==> config.mk <==
export PLATFORM = sky130hd
export DESIGN_NAME = mux_sel_scanner
export DESIGN_NICKNAME = d
export VERILOG_FILES = /design/src/rtl/mux_sel_scanner.sv
export SDC_FILE = /design/constraint.sdc
export NUM_CORES = 1
export LEC_CHECK = 0
export ABC_AREA = 1
export BUFFER_PORTS_ARGS = -buffer_cell sky130_fd_sc_hd__buf_4
export CORE_ASPECT_RATIO = 1.2
export CORE_MARGIN = 1.5
export CORE_UTILIZATION = 45
export CTS_CLUSTER_DIAMETER = 100
export DETAILED_ROUTE_END_ITERATION = 16
export PLACE_DENSITY = 0.71
export SLEW_MARGIN = 10
export SYNTH_ARGS = -nofsm -noshare
export SYNTH_HDL_FRONTEND = slang
export SYNTH_SLANG_ARGS = --single-unit
==> constraint.sdc <==
create_clock -name clk -period 1.6 [get_ports clk]
set_input_delay 0.16 -clock clk [delete_from_list [all_inputs] [get_ports clk]]
set_output_delay 0.16 -clock clk [all_outputs]
set_load 0.01 [all_outputs]
==> src/rtl/mux_sel_scanner.sv <==
// Round-robin select generator for a 4:1 mux.
// Skips unrequested channels, dwells DWELL cycles on each, flags wrap.
module mux_sel_scanner #(
    parameter int DWELL   = 4,
    parameter int DWELL_W = 4
) (
    input  logic       clk,
    input  logic       rst,
    input  logic       en,
    input  logic [3:0] req,
    input  logic       hold,
    output logic       s0,
    output logic       s1,
    output logic       sel_valid,
    output logic       wrap
);

    typedef enum logic {
        IDLE,
        SCAN
    } state_t;

    localparam logic [DWELL_W-1:0] LAST = DWELL_W'(DWELL - 1);

    state_t             state;
    logic [1:0]         sel;
    logic [DWELL_W-1:0] cnt;
    logic [1:0]         first_idx;
    logic [1:0]         next_idx;
    logic [1:0]         probe;

    assign s0 = sel[0];
    assign s1 = sel[1];

    // Search the request mask: first_idx is inclusive of the current
    // select, next_idx is strictly after it (wrapping back onto itself
    // when it is the only requested channel).
    always_comb begin
        first_idx = sel;
        next_idx  = sel;
        probe     = sel;
        for (int k = 3; k >= 0; k--) begin
            probe = sel + 2'(k);
            if (req[probe]) first_idx = probe;
        end
        for (int k = 4; k >= 1; k--) begin
            probe = sel + 2'(k);
            if (req[probe]) next_idx = probe;
        end
    end

    // Scan state machine; every output is a register.
    always_ff @(posedge clk) begin
        if (rst) begin
            state     <= IDLE;
            sel       <= 2'b00;
            sel_valid <= 1'b0;
            wrap      <= 1'b0;
            cnt       <= '0;
        end else begin
            wrap <= 1'b0;
            unique case (state)
                IDLE: begin
                    if (en && (req != 4'b0000)) begin
                        sel       <= first_idx;
                        cnt       <= '0;
                        sel_valid <= 1'b1;
                        state     <= SCAN;
                    end
                end
                SCAN: begin
                    if (!en || (req == 4'b0000)) begin
                        state     <= IDLE;
                        sel_valid <= 1'b0;
                        cnt       <= '0;
                    end else if (!req[sel] || (!hold && (cnt == LAST))) begin
                        // A dropped channel and an expiring dwell share one advance.
                        sel  <= next_idx;
                        cnt  <= '0;
                        wrap <= (next_idx <= sel);
                    end else if (!hold) begin
                        cnt <= cnt + 1'b1;
                    end
                end
                default: state <= IDLE;
            endcase
        end
    end

endmodule

==> key figures, run 1 <==
Setup path
  • Crit path launch type: flop
  • Critical path class: flop to flop
  • Slowest stage delay, CP: a little over 400 ps
  • Crit. End Element: flop
  • Worst R2R Path Depth: 14
  • Critical Path RT: between 1500 and 2000 ps
  • Worst path arrival time: approximately 1900 ps
  • CP Cell Sequence: clkinv_8, nand2_4, nand2_4, nand2_2, nand2_2, nand3_2, nand2_2, nand2_2, and2_4, ha_4, inv_2, a21oi_2, a21oi_1, nor3_1
  • Top cell by count, worst path: nand2_2
  • Slowest cell on crit path: dfxtp_4
  • Crit-path max FO: 8

Die
  • Ports: 12
  • Die W: approximately 42 um
  • Die area: 2050 um^2
  • Chip height: just under 50 um
  • Rows: 16
  • CORE AREA: between 1500 and 2000 um^2
  • Starting Density: 0.485

Placement
  • DP HPWL: between 1000 and 1500 um
  • Gp weighted congestion: ~0.89
  • Port-buffer cells: 11
  • Post-Place Cells: between 150 and 200

Flow run
  • Max-cap violations: 0

Timing
  • Post-layout minimum cycle time: roughly 1700 ps
  • Max frequency: a little under 600 MHz
  • Final Max Slew Viols: 0
  • Setup ws final: -95.8 ps
  • Final setup vio count: 1
  • Worst rel slew slack: 0.829
  • Final hold slack: slightly below 100 ps
  • Final clock skew: about 1.1 ps
  • Setup TNS: -95.8 ps
  • Final worst path period share: 1.06
  • Slew of the pin with the lowest slew margin: between 200 and 300 ps
  • Fin. Hold Viols: 0
  • RSZ-0062 raised after global routing: yes

Synthesis
  • Yosys top cell area share: 0.224
  • Prevailing post-synth register cell: dfxtp_1
  • Syn Inst Count: between 100 and 150
  • Post-synthesis sequential area ratio: 0.224
  • Share of synthesized flip-flops with an asynchronous set or reset: 0
  • Netlist cell types: 20
  • Count leader, synth: nand2_1
  • Top cell type by total area after synthesis: dfxtp_1
  • Post-synth top cells: nand2_1, inv_1, nor2_1, dfxtp_1, nand3_1
  • YS warnings: 0
  • Mapped cell area: a little over 800 um^2
  • Synthesized flop and latch total: 9
  • Synth top area cells: dfxtp_1, nand2_1, ha_1
  • Post-synth EDFFs: 0
  • Mean Syn Cell Area: roughly 6.2 um^2
  • Synth Net Count: 145

Detailed routing
  • Total Wirelength: a little under 2000 um
  • Via count: 878
  • # DRC: 0
  • ANT nets after route: 0
  • DR vias/cell: 5.02
  • DR WL/cell: roughly 11 um
  • Initial DRC count: 10
  • Pre-antenna DRT Iters: 4

Run status
  • Status: finished with violations
  • Failing checks: negative setup slack

Final layout
  • Final nets: approximately 170
  • Syn-to-layout area delta: 46.9%
  • FF+latch area: approximately 190 um^2
  • ANT cells: 0
  • Post-layout util: 0.712
  • Share of cells above drive strength 1: 0.439
  • Final Non-Filler Cells: roughly 180
  • Area of the multi-input gates: around 660 um^2
  • Layout fillers: roughly 150

Power
  • Cell Pwr Density: 1150 nW/um^2
  • Leakage power: approximately 0.6 nW
  • Peak supply drop: roughly 0.65 mV

Min path
  • Hold depth: 2
  • Hold Path Class: input port to flop

CTS
  • Hold-fix buffers, CTS: 0
  • CTS clk-pin slew, worst paths: approximately 60 ps
  • Total CTS buffers: 3
  • Max clock buf depth: 2
  • Clock sinks: 9
  • Clk root buf: clkbuf_4
  • H-tree Lvls: 1
  • CTS tree: yes
  • Later-pin clock latency in the skew report: 260 ps

Global route
  • Gr usage total: 0.198
  • Initial antenna violation count: 0
  • Vias in the first global route: 868
  • Global-route wire length before repair: between 3000 and 4000 um
  • Largest net degree at the start of global routing: 9
  • Total gr overflow: 0
==> power by group <==
group	switching (mW)	internal, mW	leakage, nW
combinational	0.472	0.413	0.525
sequential	0.0430	0.253	0.0751
clock	0.0816	0.0963	0.0150
total	0.597	0.762	0.615
==> worst paths after layout <==
kind | end | slack, ps | from
worst min-delay path | cnt[1] | 100 | rst
worst min register to register | sel_valid | 500 | sel_valid
worst max register to register | wrap | -100 | sel[0]
worst max-delay path | wrap | -100 | sel[0]
==> through the flow <==
| step | area, um^2 | power, mW | setup slack (ps) |
|---|---|---|---|
| floorplan | 813 | 0.684 | -24.9 |
| global placement | 982 | 0.853 | -69.5 |
| detailed placement | 982 | 0.863 | -112 |
| CTS | 1070 | 1.15 | -31.1 |
| global route | 1180 | 1.48 | -235 |
| finish | 1180 | 1.36 | -95.8 |
==> registers in the layout (all words and copies together), names as in the netlist <==
register	count
sel	2
state	1
wrap	1
cnt	4
sel_valid	1
==> layout make-up <==
type,count,share of cell area
clock buffers,4,0.0222
inverters,24,0.0899
multi-input cells,96,0.555
flip-flops and latches,9,0.159
well taps,18,0.0190
repair buffers,24,0.155
==> cells in the final DEF, fill, tap and decap left out, types with 4 or more instances in the layout <==
master    n
ha_1      5
nand4_1   4
a21oi_1   4
nand2_1  25
nand2_2  13
nand2_4   8
nand3_1   6
nand3_2   5
nor2_1   13
dfxtp_1   7
buf_4    23
inv_1    19
==> kinds of logic (layout without fill, tap and decap cells) <==
logic type | Yosys count | after routing | synth area share
flip-flops | 9 | 9 | 0.224
adder cells (fa/ha/maj) | 7 | 7 | 0.109
AND/OR/NAND/NOR | 80 | 80 | 0.466
AO/OA/AOI/OAI | 9 | 9 | 0.0699
buffers and inverters | 25 | 52 | 0.132
==> worst max-delay path, delay by kind of cell (launching register included) <==
family | cells | cell delay, ps
simple gates | 9 | 800
flops | 1 | 410
compound gates | 2 | 150
buf+inv | 2 | 140
fa+ha+maj | 1 | 120
==> repair_timing <==
| action | CTS | global route |
|---|---|---|
| pin swaps | 6 | 15 |
| resized for setup | 10 | 31 |
| setup endpoints to repair | 1 | 2 |
| buffers inserted | 4 | 1 |
==> metal layers <==
metal | GRT usage | share of wire | up-vias
met1 | 0.207 | 0.40 | 401
met2 | 0.383 | 0.56 | 12
met5 | 0 | 0 | -
met4 | 0.102 | 0.023 | 0
met3 | 0.0111 | 0.019 | 7
li1 | - | - | 458
Note: power is estimated with default switching activity, not from simulation.
==> inputs of run 2 (changes only) <==
PLACE_DENSITY = 0.68   (was 0.71)
clock period = 1.7 ns   (was 1.6 ns; I/O delays follow)
==> run 2 against run 1 <==
  * The flow now finishes without violations
  * Global-route usage fell by 0.98 points
  * Clock skew grew 0.96 ps
  * Final cell count is 4.6% lower
  * Sequential power down 7.1%
  * Combinational power decreased by 25%
  * Sequential cell count unchanged
  * Sequential share of layout area is 1.8 points higher
  * Fmax increased by 3.9%
  * Die area did not move
  * Clock-buffer cell count did not move
  * Clock power shrank 6%
  * Critical path type unchanged
  * Highest routed layer unchanged
==> key figures, run 2 (synthesis results as in run 1) <==
CTS
  • Max clock buf depth: 2 (unchanged)
  • H-tree Lvls: 1 (unchanged)
  • Hold-fix buffers, CTS: 0 (unchanged)
  • CTS tree: yes
  • Clock sinks: 9 (unchanged)
  • Later-pin clock latency in the skew report: 260 ps (about the same)
  • Clk root buf: clkbuf_4
  • CTS clk-pin slew, worst paths: 60 ps (about the same)
  • Total CTS buffers: 3 (unchanged)

Final layout
  • Share of cells above drive strength 1: 0.349 (-0.0905)
  • Final Non-Filler Cells: 167 (-4.6%)
  • ANT cells: 0 (unchanged)
  • Syn-to-layout area delta: 29.8%
  • Most frequent cells in the layout: nand2_1, inv_1, buf_4, nor2_1, nand2_2
  • Final instance area: 1050 um^2 (-12%)
  • Max reg flops: 4 (unchanged)
  • Most common cell after layout, fill and taps aside: nand2_1
  • Top Registers: cnt (4), sel (2)
  • Final nets: 165 (-4.6%)
  • Post-layout util: 0.630 (-0.0828)
  • Largest Register: cnt

Min path
  • Hold Path Origin: rst
  • Hold Path Class: input port to flop

Detailed routing
  • DR vias/cell: 4.93 (-1.8%)
  • # DRC: 0 (unchanged)
  • Total Wirelength: 1780 um (-10%)
  • Via count: 823 (-6.3%)
  • DR WL/cell: 10.7 um (-5.9%)
  • Initial DRC count: 16 (+6)
  • ANT nets after route: 0 (unchanged)
  • Pre-antenna DRT Iters: 3 (-1)

Setup path
  • Worst path arrival time: 1830 ps (-60 ps)
  • Crit path launch type: flop
  • R2r startpoint: sel[0]
  • Crit-path max FO: 8 (unchanged)
  • Critical Path RT: 1890 ps (+100 ps)
  • Crit-path leading delay family: simple AND/OR/NAND/NOR gates
  • CP Launch Point: sel[0]
  • CP Cell Sequence: inv_8, nand2_2, nand2_2, a21oi_1, nand2_1, nand4_1, nand2_1, inv_2, ha_4, a21oi_2, a21oi_2, nor3_2
  • Slowest stage delay, CP: 420 ps (about the same)
  • Critical path class: flop to flop
  • Slowest cell on crit path: dfxtp_4
  • Crit. End Element: flop
  • Buf/Inv on CP: 2 (unchanged)

Global route
  • Gr usage total: 0.188 (-0.00985)
  • Largest net degree at the start of global routing: 9 (unchanged)
  • Total gr overflow: 0 (unchanged)
  • Initial antenna violation count: 0 (unchanged)
  • Global-route wire length before repair: 3080 um (-6.1%)
  • Vias in the first global route: 749 (-14%)

Placement
  • Post-DP Area: 937 um^2 (-4.6%)
  • DP HPWL: 1360 um (+1.8%)
  • Post-Place Cells: 163 (-3.0%)
  • Gp weighted congestion: 0.840 (-5.8%)
  • Port-buffer cells: 11 (unchanged)

Flow run
  • Max-cap violations: 0 (unchanged)

Power
  • NetSw: 480 uW (-20%)
  • Clk network pwr share: 0.153 (+0.022)
  • Peak supply drop: 0.574 mV (-11%)
  • Switching Share: 0.435 (-0.00428)
  • Leakage power: 0.560 nW (-8.8%)
  • Internal power: 624 uW (-18%)
  • Cell Pwr Density: 1060 nW/um^2 (-8.1%)
  • Total power: 1.10 mW (-19%)
  • Sequential share of power: 0.249 (+0.031)
  • Power share of the combinational group: 0.598 (-0.053)

Timing
  • Worst rel slew slack: 0.813 (-0.0163)
  • Final worst path period share: 0.960 (-0.0994)
  • Setup TNS: 0 ps (+95.8 ps)
  • RSZ-0062 raised after global routing: yes
  • Final Max Slew Viols: 0 (unchanged)
  • Final setup vio count: 0 (-1)
  • Max frequency: 612 MHz (+3.9%)
  • Post-layout minimum cycle time: 1630 ps (-63.0 ps)
  • Slew of the pin with the lowest slew margin: 280 ps (+24.1 ps)
  • Final clock skew: 2.04 ps (+0.957 ps)
  • Fin. Hold Viols: 0 (unchanged)

Die
  • Ports: 12 (unchanged)
  • Die W: 41.6 um (unchanged)
  • CORE AREA: 1660 um^2 (unchanged)
  • Die area: 2050 um^2 (unchanged)
  • Chip height: 49.4 um (unchanged)
  • Rows: 16 (unchanged)
  • Starting Density: 0.485 (unchanged)

Run status
  • Status: completed
==> run 2: metrics by stage <==
| step | setup slack [ps] | hold WS, ps |
|---|---|---|
| finish | 67.2 | 116 |
| global route | -67.9 | 104 |
| CTS | 0.668 | 107 |
| detailed placement | -134 | 392 |
| global placement | -48.7 | 383 |
| floorplan | 18.6 | 242 |
==> run 2: what timing repair did <==
item | 4_1_cts | 5_1_grt
resized for setup | 3 | 23
setup endpoints to repair | 1 | 1
endpoints found under the hold margin | 0 | 0
pin swaps | 0 | 7
buffers inserted | 0 | 0
==> run 2: power groups by stage <==
| stage | Combinational (mW) | Clock [mW] | Sequential (mW) |
|---|---|---|---|
| after global routing | 0.743 | 0.187 | 0.277 |
| after floorplan | 0.370 | 0 | 0.266 |
| final | 0.661 | 0.168 | 0.275 |
| after CTS | 0.503 | 0.177 | 0.270 |
| after global placement | 0.491 | 0 | 0.269 |
| after detailed placement | 0.500 | 0 | 0.270 |
==> run 2: area by class of cell <==
type	instances	area (um^2)
clock buffer	4	26.3
inverter	24	100
timing repair buffer	16	120
fill	165	616
tap	18	22.5
sequential	9	185
multi-input combinational	96	592
==> run 2: metal layers <==
layer / global-route usage / wire length (um) / up-vias
li1: - / - / 443
met2: 0.315 / 867 / 9
met3: 0.0259 / 32 / 5
met4: 0.0914 / 34 / 0
met1: 0.231 / 845 / 366
met5: 0 / 0 / -
==> run 2: final timing paths <==
check / endpoint / slack [ps] / depth (start not counted)
worst max-delay path: wrap / 70 / 12
worst min-delay path: cnt[1] / 120 / 2
worst max register to register: wrap / 70 / 12
worst min register to register: sel_valid / 490 / 2
